## src/rtl/sub_bcd_pkg.sv

```systemverilog
// Shared types and elaboration helpers for the subtractor-result BCD converter.
package sub_bcd_pkg;

    typedef enum logic [1:0] {
        IDLE  = 2'd0,
        SHIFT = 2'd1,
        DONE  = 2'd2
    } state_t;

    // Number of decimal digits needed to hold 2^n - 1.
    function automatic int min_digits(input int n);
        longint unsigned v;
        int d;
        v = (n >= 64) ? 64'hFFFF_FFFF_FFFF_FFFF : ((64'd1 << n) - 64'd1);
        d = 1;
        for (int i = 0; i < 20; i++) begin
            if (v >= 64'd10) begin
                v = v / 64'd10;
                d = d + 1;
            end
        end
        return d;
    endfunction

endpackage

```

## src/rtl/bcd_digit_adjust.sv

```systemverilog
// Double-dabble digit correction: add 3 to any BCD digit of 5 or more before the shift.
module bcd_digit_adjust (
    input  logic [3:0] value,
    output logic [3:0] adjusted
);

    assign adjusted = (value >= 4'd5) ? value + 4'd3 : value;

endmodule

```

## src/rtl/sub_result_bcd_converter.sv

```systemverilog
// Converts a subtractor difference/carry-out pair into sign plus packed BCD magnitude,
// one double-dabble iteration per clock.
module sub_result_bcd_converter
    import sub_bcd_pkg::*;
#(
    parameter int N      = 8,
    parameter int DIGITS = 3
) (
    input  logic                clk,
    input  logic                rst,
    input  logic                start,
    input  logic [N-1:0]        diff,
    input  logic                cout,
    output logic                busy,
    output logic                done,
    output logic                neg,
    output logic [4*DIGITS-1:0] bcd
);

    localparam int CW = $clog2(N + 1);
    localparam int BW = 4 * DIGITS;

    // Handshake: start is taken only while busy is low; busy stays high through
    // SHIFT and DONE; done pulses for one cycle with bcd/neg already valid.
    state_t          state;
    state_t          state_next;
    logic [N-1:0]    mag;
    logic [BW-1:0]   scratch;
    logic [BW-1:0]   scratch_adj;
    logic [CW-1:0]   count;
    logic            neg_r;

    generate
        if (DIGITS < min_digits(N)) begin : g_digits_check
            $error("DIGITS too small to hold 2^N-1");
        end
    endgenerate

    for (genvar i = 0; i < DIGITS; i++) begin : g_adjust
        bcd_digit_adjust u_adjust (
            .value   (scratch[4*i +: 4]),
            .adjusted(scratch_adj[4*i +: 4])
        );
    end

    always_ff @(posedge clk) begin
        if (rst) state <= IDLE;
        else     state <= state_next;
    end

    always_comb begin
        state_next = state;
        case (state)
            IDLE:    if (start) state_next = SHIFT;
            SHIFT:   if (count == CW'(1)) state_next = DONE;
            DONE:    state_next = IDLE;
            default: state_next = IDLE;
        endcase
    end

    assign busy = (state != IDLE);

    always_ff @(posedge clk) begin
        if (rst) begin
            mag     <= '0;
            scratch <= '0;
            count   <= '0;
            neg_r   <= 1'b0;
            neg     <= 1'b0;
            bcd     <= '0;
            done    <= 1'b0;
        end else begin
            done <= 1'b0;
            case (state)
                IDLE: begin
                    if (start) begin
                        // Carry-out low means a < b: magnitude is the two's complement.
                        neg_r   <= ~cout;
                        mag     <= cout ? diff : (~diff + N'(1));
                        scratch <= '0;
                        count   <= CW'(N);
                    end
                end
                SHIFT: begin
                    {scratch, mag} <= {scratch_adj[BW-2:0], mag, 1'b0};
                    count          <= count - CW'(1);
                end
                DONE: begin
                    bcd  <= scratch;
                    neg  <= neg_r;
                    done <= 1'b1;
                end
                default: ;
            endcase
        end
    end

endmodule

```

## config.mk

```make
export PLATFORM = sky130hd
export DESIGN_NAME = sub_result_bcd_converter
export DESIGN_NICKNAME = d
export VERILOG_FILES = /design/src/rtl/sub_bcd_pkg.sv /design/src/rtl/bcd_digit_adjust.sv /design/src/rtl/sub_result_bcd_converter.sv
export SDC_FILE = /design/constraint.sdc
export NUM_CORES = 1
export LEC_CHECK = 0
export BUFFER_PORTS_ARGS = -buffer_cell sky130_fd_sc_hd__buf_2
export CAP_MARGIN = 20
export CORE_MARGIN = 2
export CORE_UTILIZATION = 30
export DETAILED_ROUTE_END_ITERATION = 6
export PLACE_DENSITY = 0.55
export SYNTH_ARGS = -nofsm -noshare
export SYNTH_HDL_FRONTEND = slang
export SYNTH_SLANG_ARGS = --single-unit
```

## constraint.sdc

```tcl
create_clock -name clk -period 1.7 [get_ports clk]
set_clock_uncertainty 0.1 [all_clocks]
set_input_delay 0.085 -clock clk [delete_from_list [all_inputs] [get_ports clk]]
set_output_delay 0.085 -clock clk [all_outputs]
set_load 0.02 [all_outputs]
```

After elaboration in Yosys (flattened, before gate mapping)
Index checks and enable logic that the tools add are counted.
{"block": "op_classes", "n_reduce_logical": 6, "n_eq_ne": 5, "n_lt_le_gt_ge": 3, "n_mux": 14, "n_addsub": 5, "n_bitwise": 2}
{"operator": "12-bit one-hot mux with 2 select lines", "count": 1}
{"operator": "8-bit two-way mux", "count": 2}
{"operator": "8-bit one-hot mux with 2 select lines", "count": 1}
{"operator": "4-bit by 3-bit greater-or-equal comparator with 1-bit output (second input constant)", "count": 3}
{"operator": "12-bit two-way mux", "count": 1}
{"operator": "4-bit two-way mux", "count": 3}
{"operator": "4-bit by 2-bit adder with 4-bit output (second input constant)", "count": 2}
{"operator": "8-bit by 1-bit adder with 8-bit output (second input constant)", "count": 1}
{"operator": "8-bit inverter", "count": 1}
{"operator": "4-bit one-hot mux with 2 select lines", "count": 1}
{"operator": "2-bit AND reduction", "count": 3}
{"operator": "4-bit by 1-bit equality test with 1-bit output (second input constant)", "count": 1}
{"operator": "2-bit two-way mux", "count": 2}
{"operator": "2-bit != test (second input constant)", "count": 2}
{"operator": "2-bit one-hot mux with 2 select lines", "count": 1}
{"operator": "2-bit nonzero test", "count": 2}
{"operator": "4-bit by 1-bit subtractor with 4-bit output (second input constant)", "count": 1}
{"operator": "3-bit by 2-bit adder with 3-bit output (second input constant)", "count": 1}
{"operator": "3-bit two-way mux", "count": 1}
{"operator": "2-bit by 1-bit equality test with 1-bit output (second input constant)", "count": 1}
{"operator": "2-bit equality test (second input constant)", "count": 1}
{"operator": "2-bit logical NOT", "count": 1}
{"operator": "1-bit two-way mux", "count": 1}
{"operator": "1-bit inverter", "count": 1}
{"block": "totals", "ff_bits": 41, "out_inout_bits": 15, "in_bits": 12, "word_cells": 43}

Longest topological paths before layout
{"block": "depth", "word_depth": 5, "mapped_depth": 6, "mapped_depth_nobuf": 6}

Hierarchy
Synthesis repeated with hierarchy kept, for this count alone.
{"block": "unflattened", "hier_cells": 222, "hier_area_um2": 1914.3}
{"mod": "sub_result_bcd_converter", "seq_area_each_um2": 820.8, "area_each_um2": 1610.3, "instances": 1, "cells_per_inst": 174}
{"mod": "bcd_digit_adjust", "seq_area_each_um2": 0.0, "area_each_um2": 101.3, "instances": 3, "cells_per_inst": 16}

Least setup slack after synthesis
No wires, ideal clock.
{"block": "synth_timing", "path_kind": "reg2reg", "startpoint": "reg scratch[5]", "endpoint": "reg scratch[6]", "required_ps": 1526, "period_less_slack_ps": 1552, "slack_ps": 148, "t_arrival_ps": 1377, "stages_incl_launch_ff": 7, "setup_time_ps": 74, "n_path_buf": 0, "cell_sequence": "dfxtp_1 inv_1 ha_1 nand2b_1 a21oi_1 mux2_2 o21ai_0"}
{"block": "synth_via", "elab_chain_cells": 3, "elab_cells_between_ends": 4, "classes_between": "1 x add/sub; 1 x order compare; 2 x mux"}
{"element": "from (decl)", "line": "sub_result_bcd_converter.sv:28", "rtl": "logic [BW-1:0] scratch;"}
{"element": "from (signal assigned)", "line": "sub_result_bcd_converter.sv:85", "rtl": "{scratch, mag} <= {scratch_adj[BW-2:0], mag, 1'b0};"}
{"element": "4-bit by 2-bit adder with 4-bit output / 4-bit by 3-bit greater-or-equal comparator with 1-bit output (equally long branches)", "line": "bcd_digit_adjust.sv:7", "rtl": "assign adjusted = (value >= 4'd5) ? value + 4'd3 : value;"}
{"element": "4-bit two-way mux (*)", "line": "bcd_digit_adjust.sv:7"}
{"element": "12-bit one-hot mux with 2 select lines (*)", "line": "sub_result_bcd_converter.sv:74", "rtl": "case (state)"}
Every way passes the cells marked *; elsewhere a longest branch is shown, timed or not.
A chain may end at the register's enable or synchronous reset.

Final worst setup path
{"block": "layout_timing", "startpoint": "in diff[0]", "endpoint": "reg mag[1]"}
{"block": "layout_via", "elab_chain_cells": 5}
{"element": "from (decl)", "line": "sub_result_bcd_converter.sv:12", "rtl": "input logic [N-1:0] diff,"}
{"element": "8-bit inverter", "line": "sub_result_bcd_converter.sv:79", "rtl": "mag <= cout ? diff : (~diff + N'(1));"}
{"element": "8-bit by 1-bit adder with 8-bit output", "line": "sub_result_bcd_converter.sv:79"}
{"element": "8-bit two-way mux", "line": "sub_result_bcd_converter.sv:79"}
{"element": "8-bit two-way mux", "line": "sub_result_bcd_converter.sv:76", "rtl": "if (start) begin"}
{"element": "8-bit one-hot mux with 2 select lines", "line": "sub_result_bcd_converter.sv:74"}
{"element": "to (signal assigned)", "line": "sub_result_bcd_converter.sv:79"}
{"element": "to (signal assigned)", "line": "sub_result_bcd_converter.sv:85"}
{"element": "to (decl)", "line": "sub_result_bcd_converter.sv:27", "rtl": "logic [N-1:0] mag;"}
Every way passes these cells. The select of a mux whose other input is x is not followed.

==> reports/results.txt <==
Final worst path period share = 0.9441
Die Y = 84.53 µm
Worst Max-Slew Pin Slew = 0.4748 ns
Critical path class = in -> reg
Placed cells = 334
Largest net degree at the start of global routing = 37
CP Max Fanout = 3
Post-synthesis instance area = 1946 µm²
Layout Cells excl Fill = 344
Max VDD drop = 0.3766 mV
DP Wirelength = 3.073 mm
Gpl congestion = 0.8284
I/O pins = 27
Post-synthesis sequential area ratio = 0.4219
Max Fclk = 623.1 MHz
Final ANT Viol Nets = 0
Synth top area share = 0.4219
Critical path arrival = 1.67 ns
Endpoint type of the worst setup path = register
Startpoint types = input pin
Multi-input logic area = 1025 µm²
Tot GR Track Use = 0.1296
Worst path slowest cell = dlygate4sd3_1
Synth cell types = 33
Max-slew headroom = 0.6835
Site Rows = 29
Post-synth EDFFs = 0
Mapped Nets = 252
Commonest non-fill, non-tap cell in the layout = dfxtp_1
Post-synthesis area per instance = 8.423 µm²
DRT Pass-1 Iters = 4
Clock latency on the worst-skew pair = 0.29 ns
Layout fillers = 687
Total Wirelength = 4.320 mm
Slew Viols, Final = 0
Final setup fails = 0
Initial Utilization = 0.3082
Reg area = 822.0 µm²
Hold crit path type = in -> reg
Top post-synthesis cells by area = dfxtp_1, a21oi_1, nand2_1, ha_1, nand3_1
Routed wire per std cell = 12.56 µm
Crit-path cells = dlygate4sd3_1, buf_2, inv_1, ha_1, mux2_2, a222oi_1, nor2_1
Total gr overflow = 0
Initial antenna violation count = 0
P_leak = 0.8976 nW
Cells after synthesis = 231
Worst path bufs/invs = 3
Pwr dens = 817.2 nW/µm²
Die W = 84.53 µm
Post-synth top area cell = dfxtp_1
Vias = 1710
Flops & latches, synth = 41
CTS Buf Count = 5
Crit path largest cell delay = 0.51 ns
Layout Nets = 288
Synth Flop Type = dfxtp_1
Diodes inserted = 0
Final hold vios = 0
Req. time, crit path = 1.77 ns
H-Tree Depth = 2
Setup TNS = 0 ns
Post-synth ARST share = 0
Reg clk slew, reported paths = 0.07 ns
Tmin final = 1.605 ns
CTS root buf = clkbuf_8
Clock sinks = 41
Synth warn = 0
Starting DRT DRC Count = 50
Outcome = finished, final reports clean
Die area = 7145 µm²
Cell family with most CP delay = buffers and inverters
CTS Buffer Depth = 2
CTS tree = yes
RSZ-0062 raised after global routing = no
Share of cells above drive strength 1 = 0.2172
First-pass GRT wire length = 7.603 mm
Input/output buffers = 26
Syn-to-layout area delta = 19.55%
Total power = 1.901 mW
# Max-Cap Violations = 0
Drt drc = 0
Post-DR vias/cell = 4.971
Core box area = 6314 µm²
Pre-CTS setup slack = 0.02171 ns
Most frequent cells in the layout = dfxtp_1, nand2_1, buf_2
Final WS setup = 0.09507 ns
Vias in the first global route = 1718
worst paths after layout:
kind / from / slack [ns] / cells past startpoint / endpoint
max: diff[0] / 0.1 / 7 / mag[1]
min reg2reg: neg / 0.35 / 2 / neg
max reg2reg: scratch[4] / 0.1 / 6 / scratch[6]
min: diff[7] / 0.02 / 3 / mag[7]
cells by family (layout without fill, tap and decap cells):
logic type	count (synthesis)	after routing	synth area share
and+or+nand+nor	84	84	0.2084
AOI/OAI and AO/OA	60	60	0.1904
DFF	41	41	0.4219
buffers and inverters	25	61	0.06238
adders and majority gates	9	9	0.05788
xor gates and xnor gates	8	8	0.03601
muxes	4	4	0.02315
cells in the mapped netlist (4+ instances only):
| master | instances |
|---|---|
| buf_2 | 4 |
| inv_1 | 13 |
| nand2_1 | 31 |
| ha_1 | 9 |
| clkbuf_1 | 4 |
| nor2_1 | 19 |
| xnor2_1 | 6 |
| dfxtp_1 | 41 |
| nand3_1 | 15 |
| a21oi_1 | 28 |
| nand2b_1 | 5 |
| o22ai_1 | 7 |
| o21ai_0 | 8 |
| mux2_2 | 4 |
| nor3_1 | 5 |
| a22oi_1 | 7 |
sequential cells by signal, indices dropped and copies added, names as in the netlist:
signal	count
bcd	12
count	4
done	1
mag	8
neg	1
neg_r	1
scratch	12
state	2
area by class of cell:
type,instances,area share
repair buffers,41,0.1065
clock buffers,7,0.03712
inverters,13,0.02098
flip-flops and latches,41,0.3534
well taps,77,0.04142
multi-input cells,165,0.4406
report_power, final:
group	internal, mW	leakage (nW)	total, mW	switching, mW
Clock	0.322	0.0443	0.632	0.310
Combinational	0.106	0.520	0.253	0.147
Sequential	0.993	0.333	1.01	0.0221
Total	1.42	0.898	1.90	0.480
layer usage:
metal | vias to the layer above | track usage | wire [µm]
met5 | - | 0 | 0
met4 | 0 | 0.02165 | 8
met1 | 800 | 0.1587 | 2032
met3 | 2 | 0.03933 | 179
li1 | 874 | - | -
met2 | 34 | 0.2276 | 2100
worst min-delay path: stages:
cell and delay, ns:
buf_2 0.10, nand3_1 0.06, o221ai_1 0.10
repair_timing:
action,4_1_cts,5_1_grt
buffers inserted,0,1
endpoints found under the hold margin,2,0
cloned,0,0
resized for setup,1,5
endpoints found under the setup margin,1,3
hold buffers,2,0
pin swaps,0,2
through the flow:
stage	area, µm²	util	hold WS [ns]
after floorplan	1946	-	0.1333
after global placement	2190	0.3468	0.2647
after detailed placement	2190	0.3468	0.2736
after CTS	2300	0.3642	0.01104
after global routing	2326	0.3684	0.03359
final	2326	0.3684	0.02074
(Power assumes the default switching activity.)
